File: config.mk
export PLATFORM = sky130hd
export DESIGN_NAME = traffic_conflict_monitor
export DESIGN_NICKNAME = d
export VERILOG_FILES = /design/src/rtl/traffic_conflict_monitor.sv
export SDC_FILE = /design/constraint.sdc
export NUM_CORES = 1
export LEC_CHECK = 0
export BUFFER_PORTS_ARGS = -buffer_cell sky130_fd_sc_hd__buf_2
export CAP_MARGIN = 10
export CORE_MARGIN = 5
export CORE_UTILIZATION = 40
export CTS_BUF_LIST = sky130_fd_sc_hd__clkbuf_4 sky130_fd_sc_hd__clkbuf_8
export DETAILED_ROUTE_END_ITERATION = 12
export PLACE_DENSITY = 0.56
export SYNTH_ARGS = -nofsm -noshare
export SYNTH_HDL_FRONTEND = slang
export SYNTH_SLANG_ARGS = --single-unit
export TNS_END_PERCENT = 5
File: constraint.sdc
create_clock -name clk -period 2.5 [get_ports clk]
set_clock_uncertainty 0.1 [all_clocks]
set_input_delay 0.125 -clock clk [delete_from_list [all_inputs] [get_ports clk]]
set_output_delay 0.125 -clock clk [all_outputs]
set_load 0.01 [all_outputs]
File: src/rtl/traffic_conflict_monitor.sv
// ---------------------------------------------------------------------------
// traffic_conflict_monitor
//   Independent safety monitor for a two-channel traffic signal controller.
//   Samples the six lamp drives every cycle and compares each new sample with
//   the previous one. It latches the first fault it sees (conflict, invalid
//   lamp pattern, illegal sequence, short yellow, watchdog) and requests
//   flash mode until software clears it.
//
// Parameters
//   MIN_YLW    minimum consecutive sampled cycles a yellow must stay lit
//   WDOG       maximum consecutive cycles with no decoded lamp change
//
// Ports
//   clk                 single clock, rising edge
//   rst_n               asynchronous active-low reset
//   grn1/ylw1/red1      channel-1 lamp drives
//   grn2/ylw2/red2      channel-2 lamp drives
//   fault_clr           single-cycle request to clear the latched fault
//   fault               latched fault indication
//   fault_code[2:0]     cause of the first fault (1..5), 0 when clear
//   flash_req           flash-mode request, equal to fault
// ---------------------------------------------------------------------------
module traffic_conflict_monitor #(
    parameter int unsigned MIN_YLW = 3,
    parameter int unsigned WDOG    = 255
) (
    input  logic       clk,
    input  logic       rst_n,
    input  logic       grn1,
    input  logic       ylw1,
    input  logic       red1,
    input  logic       grn2,
    input  logic       ylw2,
    input  logic       red2,
    input  logic       fault_clr,
    output logic       fault,
    output logic [2:0] fault_code,
    output logic       flash_req
);

    localparam int unsigned YW = $clog2(MIN_YLW + 1);
    localparam int unsigned WW = $clog2(WDOG + 1);

    typedef enum logic [1:0] {
        ST_G,
        ST_Y,
        ST_R,
        ST_INV
    } lamp_e;

    // Exactly one lamp lit decodes to a state; anything else is INVALID.
    function automatic lamp_e f_decode(input logic g, input logic y, input logic r);
        case ({g, y, r})
            3'b100:  return ST_G;
            3'b010:  return ST_Y;
            3'b001:  return ST_R;
            default: return ST_INV;
        endcase
    endfunction

    function automatic logic f_legal(input lamp_e p, input lamp_e c);
        return (p == c) ||
               (p == ST_G && c == ST_Y) ||
               (p == ST_Y && c == ST_R) ||
               (p == ST_R && c == ST_G);
    endfunction

    // Sample stage: {grn1, ylw1, red1, grn2, ylw2, red2}
    logic [5:0]    r_samp;
    lamp_e         r_prev1;
    lamp_e         r_prev2;
    logic [YW-1:0] r_ycnt1;
    logic [YW-1:0] r_ycnt2;
    logic [WW-1:0] r_wd;
    logic          r_started;
    logic          r_armed;
    logic          r_fault;
    logic [2:0]    r_code;

    lamp_e         w_cur1;
    lamp_e         w_cur2;
    logic          w_conflict;
    logic          w_lamp;
    logic          w_seq;
    logic          w_short;
    logic          w_wdog;
    logic          w_same;
    logic [WW-1:0] w_wd_nxt;
    logic [YW-1:0] w_ycnt1_nxt;
    logic [YW-1:0] w_ycnt2_nxt;
    logic [2:0]    w_code;
    logic          w_cause;
    logic          w_clr;

    assign w_cur1 = f_decode(r_samp[5], r_samp[4], r_samp[3]);
    assign w_cur2 = f_decode(r_samp[2], r_samp[1], r_samp[0]);

    always_comb begin
        w_conflict = (w_cur1 == ST_G || w_cur1 == ST_Y) &&
                     (w_cur2 == ST_G || w_cur2 == ST_Y);
        w_lamp     = (w_cur1 == ST_INV) || (w_cur2 == ST_INV);
        w_seq      = r_armed && (!f_legal(r_prev1, w_cur1) || !f_legal(r_prev2, w_cur2));
        w_short    = r_armed &&
                     ((r_prev1 == ST_Y && w_cur1 == ST_R && r_ycnt1 < YW'(MIN_YLW)) ||
                      (r_prev2 == ST_Y && w_cur2 == ST_R && r_ycnt2 < YW'(MIN_YLW)));

        w_same     = (w_cur1 == r_prev1) && (w_cur2 == r_prev2);
        if (!w_same)
            w_wd_nxt = '0;
        else if (r_wd == WW'(WDOG))
            w_wd_nxt = r_wd;
        else
            w_wd_nxt = r_wd + 1'b1;
        w_wdog     = (w_wd_nxt == WW'(WDOG));

        // Counts start at 1 on the first Y because a non-Y sample always zeroes them.
        w_ycnt1_nxt = '0;
        if (w_cur1 == ST_Y)
            w_ycnt1_nxt = (r_ycnt1 == YW'(MIN_YLW)) ? r_ycnt1 : r_ycnt1 + 1'b1;
        w_ycnt2_nxt = '0;
        if (w_cur2 == ST_Y)
            w_ycnt2_nxt = (r_ycnt2 == YW'(MIN_YLW)) ? r_ycnt2 : r_ycnt2 + 1'b1;

        // Lowest code wins when several causes coincide.
        if (w_conflict)   w_code = 3'd1;
        else if (w_lamp)  w_code = 3'd2;
        else if (w_seq)   w_code = 3'd3;
        else if (w_short) w_code = 3'd4;
        else if (w_wdog)  w_code = 3'd5;
        else              w_code = 3'd0;

        w_cause = (w_code != 3'd0);
        // A clear only takes effect when nothing is firing in the same cycle.
        w_clr   = fault_clr && !w_cause;
    end

    always_ff @(posedge clk or negedge rst_n) begin
        if (!rst_n) begin
            r_samp    <= 6'b001_001;
            r_prev1   <= ST_R;
            r_prev2   <= ST_R;
            r_ycnt1   <= '0;
            r_ycnt2   <= '0;
            r_wd      <= '0;
            r_started <= 1'b0;
            r_armed   <= 1'b0;
            r_fault   <= 1'b0;
            r_code    <= '0;
        end else begin
            r_samp    <= {grn1, ylw1, red1, grn2, ylw2, red2};
            r_prev1   <= w_cur1;
            r_prev2   <= w_cur2;
            r_started <= 1'b1;
            if (w_clr) begin
                r_ycnt1 <= '0;
                r_ycnt2 <= '0;
                r_wd    <= '0;
                r_armed <= 1'b0;
            end else begin
                r_ycnt1 <= w_ycnt1_nxt;
                r_ycnt2 <= w_ycnt2_nxt;
                r_wd    <= w_wd_nxt;
                // Arms one edge after the first real sample, so the first
                // sample is never judged against the reset/pre-clear state.
                r_armed <= r_started;
            end
            if (w_cause) begin
                r_fault <= 1'b1;
                if (!r_fault || fault_clr)
                    r_code <= w_code;
            end else if (fault_clr) begin
                r_fault <= 1'b0;
                r_code  <= '0;
            end
        end
    end

    assign fault      = r_fault;
    assign fault_code = r_code;
    assign flash_req  = r_fault;

endmodule

==> results of run 1 <==
-- metrics by stage --
step	total power (W)	cell area, µm²	utilization	cells
2_1_floorplan	0.0006071	1744	-	180
3_3_place_gp	0.0006549	1891	0.4403	242
3_5_place_dp	0.0006605	1891	0.4403	242
4_1_cts	0.001034	2042	0.4755	254
5_1_grt	0.001077	2052	0.4779	254
6_report	0.001021	2052	0.4779	254
-- power groups by stage --
stage / Sequential [W] / Clock, W / Combinational [W]
after global placement: 0.000511 / 0 / 0.000144
after floorplan: 0.000497 / 0 / 0.000110
after global routing: 0.000511 / 0.000391 / 0.000176
final: 0.000506 / 0.000359 / 0.000157
after CTS: 0.000505 / 0.000371 / 0.000157
after detailed placement: 0.000514 / 0 / 0.000147
-- layout make-up --
type | instances | area, µm²
well taps | 52 | 65.06
inverters | 8 | 30.03
clock inverters | 1 | 30.03
fillers | 413 | 2242
repair buffers | 32 | 227.7
multi-input cells | 130 | 950.9
flip-flops and latches | 28 | 706.9
clock buffers | 3 | 41.29
-- cell usage in the layout, fill, tap and decap left out, drive strengths merged, types with 3 or more instances in the layout --
cell type / count
dfrtp: 24
a211oi: 3
ha: 3
a31oi: 4
a21oi: 4
dfstp: 4
nor2b: 8
o21ai: 7
nand2b: 3
nand4: 6
nor2: 13
nand2: 9
xor2: 5
nor4bb: 3
nor3: 6
mux2i: 4
buf: 24
nor3b: 3
clkbuf: 3
inv: 8
nor4b: 3
dlygate4sd3: 8
xnor2: 3
nand3: 8
-- how the worst min path moves through the flow --
stage | to | slack, ns
CTS | r_prev2[0] | 0.32
global route | r_prev2[0] | 0.38
global placement | r_prev2[0] | 0.08
finish | r_prev2[0] | 0.29
detailed placement | r_prev2[0] | 0.09
floorplan | fault | -0.27
-- state kept, by name (all words and copies together), names as in the netlist --
signal      cells
r_wd            8
r_ycnt1         2
r_armed         1
r_started       1
r_prev1         2
r_samp          6
fault_code      3
r_ycnt2         2
fault           1
r_prev2         2
-- layer usage --
metal	global-route usage	vias up
li1	-	701
met1	0.1595	740
met2	0.2457	23
met3	0.03073	8
met4	0.03381	0
met5	0	-
-- cells by family after synthesis --
group / synth area share
simple gates: 0.2618
compound gates: 0.1793
flops: 0.4046
buf+inv: 0.05524
xor+xnor: 0.04017
fa+ha+maj: 0.03372
mux: 0.02296
other cells: 0.002150
-- repair_timing --
item                       CTS  global route
hold endpoints to repair    31             0
hold buffers                 8             0
setup endpoints to repair    0             7
resized for setup            0             4
==> results.toml, run 1 <==
[route]
drc = 0
dr_total_vias = 1472
drtAntennaViolNets = 0
viasPerCell = 5.795
met2_length_um = 2032
wl_met3_um = 106
wirelength_um = 3806
wl_met1_um = 1616
routedWlPerCell_um = 14.98
drtIter0Drc = 108
highest_layer = "met4"
first_pass_iters = 4

[synthesis]
synth_edf_count = 0
synth_common_cells = "dfrtp_1 (24), nor2_1 (13), nand2_1 (9)"
syn_avg_cell_area_um2 = 9.690
ys_types = 52
ys_seq_elements = 28
yosysMostFrequentCell = "dfrtp_1"
synthCells = 180
synth_top_area_share = 0.3443
synth_area_mm2 = 0.001744
mappedNetlistNets = 192
ys_warn_count = 0
ys_seq_area_frac = 0.4046
yosys_most_used_dff = "dfrtp_1"
synth_area_leaders = "dfrtp_1 (34%), dfstp_2 (6.0%), nor2b_1 (2.9%)"
synthArstFlopShare = 1.000
yosys.area.top_type = "dfrtp_1"

[clocking]
tritoncts = "done"
cts_max_path_buffers = 2
cts_made_buffers = 3
worst_skew_pair.late_latency_ns = 0.28
htree_levels = 1
clk_pin_slew_ns = 0.10
cts_sinks = 28
cts_root_buf = "clkbuf_8"
post_cts_buffers = 0

[pwr]
comb_power_share = 0.154
pwr-share-clk = 0.351
leakagePower_nw = 0.8563
power_density_mw_per_mm2 = 497.7
p_int_w = 0.0007681
switching_share = 0.2479
switching_power_w = 0.0002532
power_frac_seq = 0.495
peakVddDrop_mv = 0.3139

[grt]
grt_antenna_before_repair = 0
grt_overflow = 0
grt_max_degree = 29
grt_pass1_vias = 1434
grtUsageTotal = 0.1356
grt_pass1_wl_um = 6548

[timing]
relSlewSlack = 0.5748
worst_slack_ns = 0.1719
setup_tns_ns = 0
period_share = 0.9313
max_slew.worst_pin.slew_ns = 0.6378
fin_crit_ns = 2.328
slew_viol_final = 0
finalHoldViolations = 0
fin_worst_hold_slack_ns = 0.2931
grt_setup_unrepaired = "false"
maxClockFrequency_ghz = 0.4295
setup_violations = 0

[setup_path]
rr_startpoint = "r_prev1[1]"
crit_path_start = "r_prev1[1]"
cp.arrival_ns = 2.38
worst-r2r-cell-count = 7
critPathMaxFanout = 9
end_kind = "flop"
cp.depth = 7
r2r_end = "r_wd[4]"
max_stage_delay_ns = 0.62
crit_end = "r_wd[4]"
cpMostUsedCell = "a211oi_1"
regToRegSetupSlack_ns = 0.17
cp_num_buf_inv = 1
path_cells = "nor4bb_1, a211oi_1, o2111ai_1, nand3_2, o41ai_4, buf_4, a211oi_1"
worstSetupPathType = "flop to flop"
slowest_stage = "dfstp_2"
crit_path_start_kind = "flop"
critPathTopFamily = "compound AO/OA/AOI/OAI gates"
worstPathRequired_ns = 2.56

[hold_path]
hp-class = "input pin to async pin"

[place]
place.detailed.hpwl_um = 2831
io_buffers = 13
gp_congestion = 0.8581
place_worst_setup_slack_ns = 0.1632

[run]
cap_violations = 0

[cells_and_area]
nets = 215
syn_to_final_growth_pct = 17.65
drive_above_1_share = 0.2178
antennaDiodeCount = 0

[die]
start_util = 0.4062
die_area_mm2 = 0.005781
die_y_um = 76.04
ioPinCount = 14
die_x_um = 76.04
rows = 24
coreArea_mm2 = 0.004294

[run_status]
outcome = "complete, no violations"
No activity file was read; power rests on OpenSTA's default activity.
==> run 2, diff against run 1 <==
--- a/config.mk
+++ b/config.mk
@@ -5,6 +5,7 @@
 export SDC_FILE = /design/constraint.sdc
 export NUM_CORES = 1
 export LEC_CHECK = 0
+export ABC_AREA = 1
 export BUFFER_PORTS_ARGS = -buffer_cell sky130_fd_sc_hd__buf_2
 export CAP_MARGIN = 10
 export CORE_MARGIN = 5
==> results.toml, run 2 <==
[synthesis]
mappedNetlistNets = 212
ys_types = 27
synthAdderAreaFrac = 0.02425
synthArstFlopShare = 1.000
yosys.area.top_type = "dfrtp_1"
synth_top_family_by_area = "simple AND/OR/NAND/NOR gates"
ys_seq_elements = 28
ys_seq_area_frac = 0.4559
synth_area_leaders = "dfrtp_1 (39%), nand2_1 (15%), inv_1 (7.0%)"
synth_edf_count = 0
ys_warn_count = 0
synth-compound-area-share = 0.03719
synthCells = 200
synth_mux_area_frac = 0.01293
synth_xor_area_frac = 0.02264
syn_avg_cell_area_um2 = 7.739
yosys_most_used_dff = "dfrtp_1"
synth_area_mm2 = 0.001548
synth_common_cells = "nand2_1 (60), inv_1 (29), dfrtp_1 (24)"
yosysMostFrequentCell = "nand2_1"
synth_top_area_share = 0.3880
synth_simple_gate_area_frac = 0.3646

[die]
coreArea_mm2 = 0.003716
start_util = 0.4165
die_area_mm2 = 0.005214
die_y_um = 72.21
ioPinCount = 14
die_x_um = 72.21
rows = 22

[timing]
setup_tns_ns = 0
setup_violations = 0
fin_crit_ns = 2.138
grt_setup_unrepaired = "false"
maxClockFrequency_ghz = 0.4678
relSlewSlack = 0.5997
period_share = 0.8550
slew_viol_final = 0
max_slew.worst_pin.slew_ns = 0.6005
finalHoldViolations = 0
fin_worst_hold_slack_ns = 0.03018

[grt]
grt_pass1_vias = 1291
grtUsageTotal = 0.1266
grt_max_degree = 29
grt_pass1_wl_um = 5264
grt_overflow = 0
grt_antenna_before_repair = 0

[setup_path]
cpMostUsedCell = "nor2_1"
cp.arrival_ns = 2.20
cp.depth = 12
end_kind = "flop"
worstPathRequired_ns = 2.57
crit_path_start_kind = "flop"
worst-r2r-cell-count = 12
slowest_stage = "dfrtp_1"
cp_num_buf_inv = 1
critPathMaxFanout = 5
worstSetupPathType = "flop to flop"
path_cells = "ha_1, nand2_2, nor2_4, nand2_4, xor2_1, nor2_1, nand3_1, nand2_1, a21oi_2, nand3_2, inv_2, nor2_1"
max_stage_delay_ns = 0.39
critPathTopFamily = "simple AND/OR/NAND/NOR gates"

[clocking]
htree_levels = 1
tritoncts = "done"
worst_skew_pair.late_latency_ns = 0.28
cts_root_buf = "clkbuf_8"
post_cts_buffers = 0
clk_pin_slew_ns = 0.09
cts_max_path_buffers = 2
cts_sinks = 28
cts.hold.buffers_added = 7
cts-resized-gates = 0
cts_made_buffers = 3

[cells_and_area]
antennaDiodeCount = 0
postLayoutCellArea_mm2 = 0.001784
final_cells = 271
nets = 236
largest_reg_flops = 8
drive_above_1_share = 0.1704
top_register = "r_wd"
syn_to_final_growth_pct = 15.28
final_cell_mix = "nand2_1 (60), inv_1 (29), dfrtp_1 (24)"
layout_commonest_cell = "nand2_1"
fin_util = 0.4801
regArea_um2 = 705.7
multi_input_area_um2 = 718.2
nFillCells = 377

[route]
drtIter0Drc = 57
drtAntennaViolNets = 0
met2_length_um = 1459
first_pass_iters = 4
wl_met1_um = 1212
dr_total_vias = 1267
viasPerCell = 4.675
highest_layer = "met4"
routedWlPerCell_um = 10.46
drc = 0
wl_met3_um = 102
wirelength_um = 2836

[pwr]
leakagePower_nw = 0.9928
power_density_mw_per_mm2 = 481.4
peakVddDrop_mv = 0.2221

[place]
post_dp_cell_area_mm2 = 0.001665
io_buffers = 13
place_inst = 260
place.detailed.hpwl_um = 2320
gp_congestion = 0.8938

[hold_path]
hp-class = "input pin to flop"
min_path_cells = 2

[run]
cap_violations = 0

[run_status]
outcome = "complete, no violations"
## run 2: cell count changes in the layout (fill, tap and decap cells not counted), sizes merged, moves of 4 or more
cell and change:
nor3 -5, nand4 -5, nor2b -8, nor2 +14, a31oi -4, nand2 +57
nand3 +14, inv +23, buf -11
## run 2: kinds of logic after synthesis
group,count (synthesis)
XOR/XNOR,4
adder cells (fa/ha/maj),3
other,1
buffers and inverters,32
multiplexers,2
flip-flops,28
AO/OA/AOI/OAI,9
AND/OR/NAND/NOR,121
## run 2: path summary, 6_finish.rpt
check | from | slack (ns) | to
max | r_wd[1] | 0.36 | r_armed
min | fault_clr | 0.03 | fault
max reg2reg | r_wd[1] | 0.36 | r_armed
min reg2reg | r_started | 0.37 | r_armed
max in group asynchronous | rst_n | 1.62 | r_ycnt2[0]
min in group asynchronous | rst_n | 0.28 | r_samp[5]
## run 2: metrics by stage
step / setup slack (ns) / total power, W
after floorplan: 0.6237 / 0.0005683
after global placement: 0.4572 / 0.0006007
after detailed placement: 0.3787 / 0.0006041
after CTS: 0.3225 / 0.0008715
after global routing: 0.08183 / 0.0009173
final: 0.3625 / 0.0008588
## run 2: where the power goes
| part | switching [W] | total (W) | internal [W] |
|---|---|---|---|
| Combinational | 0.0000712 | 0.000115 | 0.0000439 |
| Sequential | 0.0000125 | 0.000487 | 0.000474 |
| Clock | 0.000132 | 0.000257 | 0.000125 |
| Total | 0.000216 | 0.000859 | 0.000643 |
## run 2: layout make-up
type                            count  share of cell area
Sequential cell                    28              0.3955
Tap cell                           48             0.03366
Inverter                           31             0.06522
Clock buffer                        4             0.02735
Timing Repair Buffer               20             0.07574
Multi-Input combinational cell    140              0.4025
## run 2: metal layers
layer,vias up,track usage
li1,666,-
met1,570,0.1402
met2,25,0.2285
met3,6,0.02770
met4,0,0.05846
met5,-,0
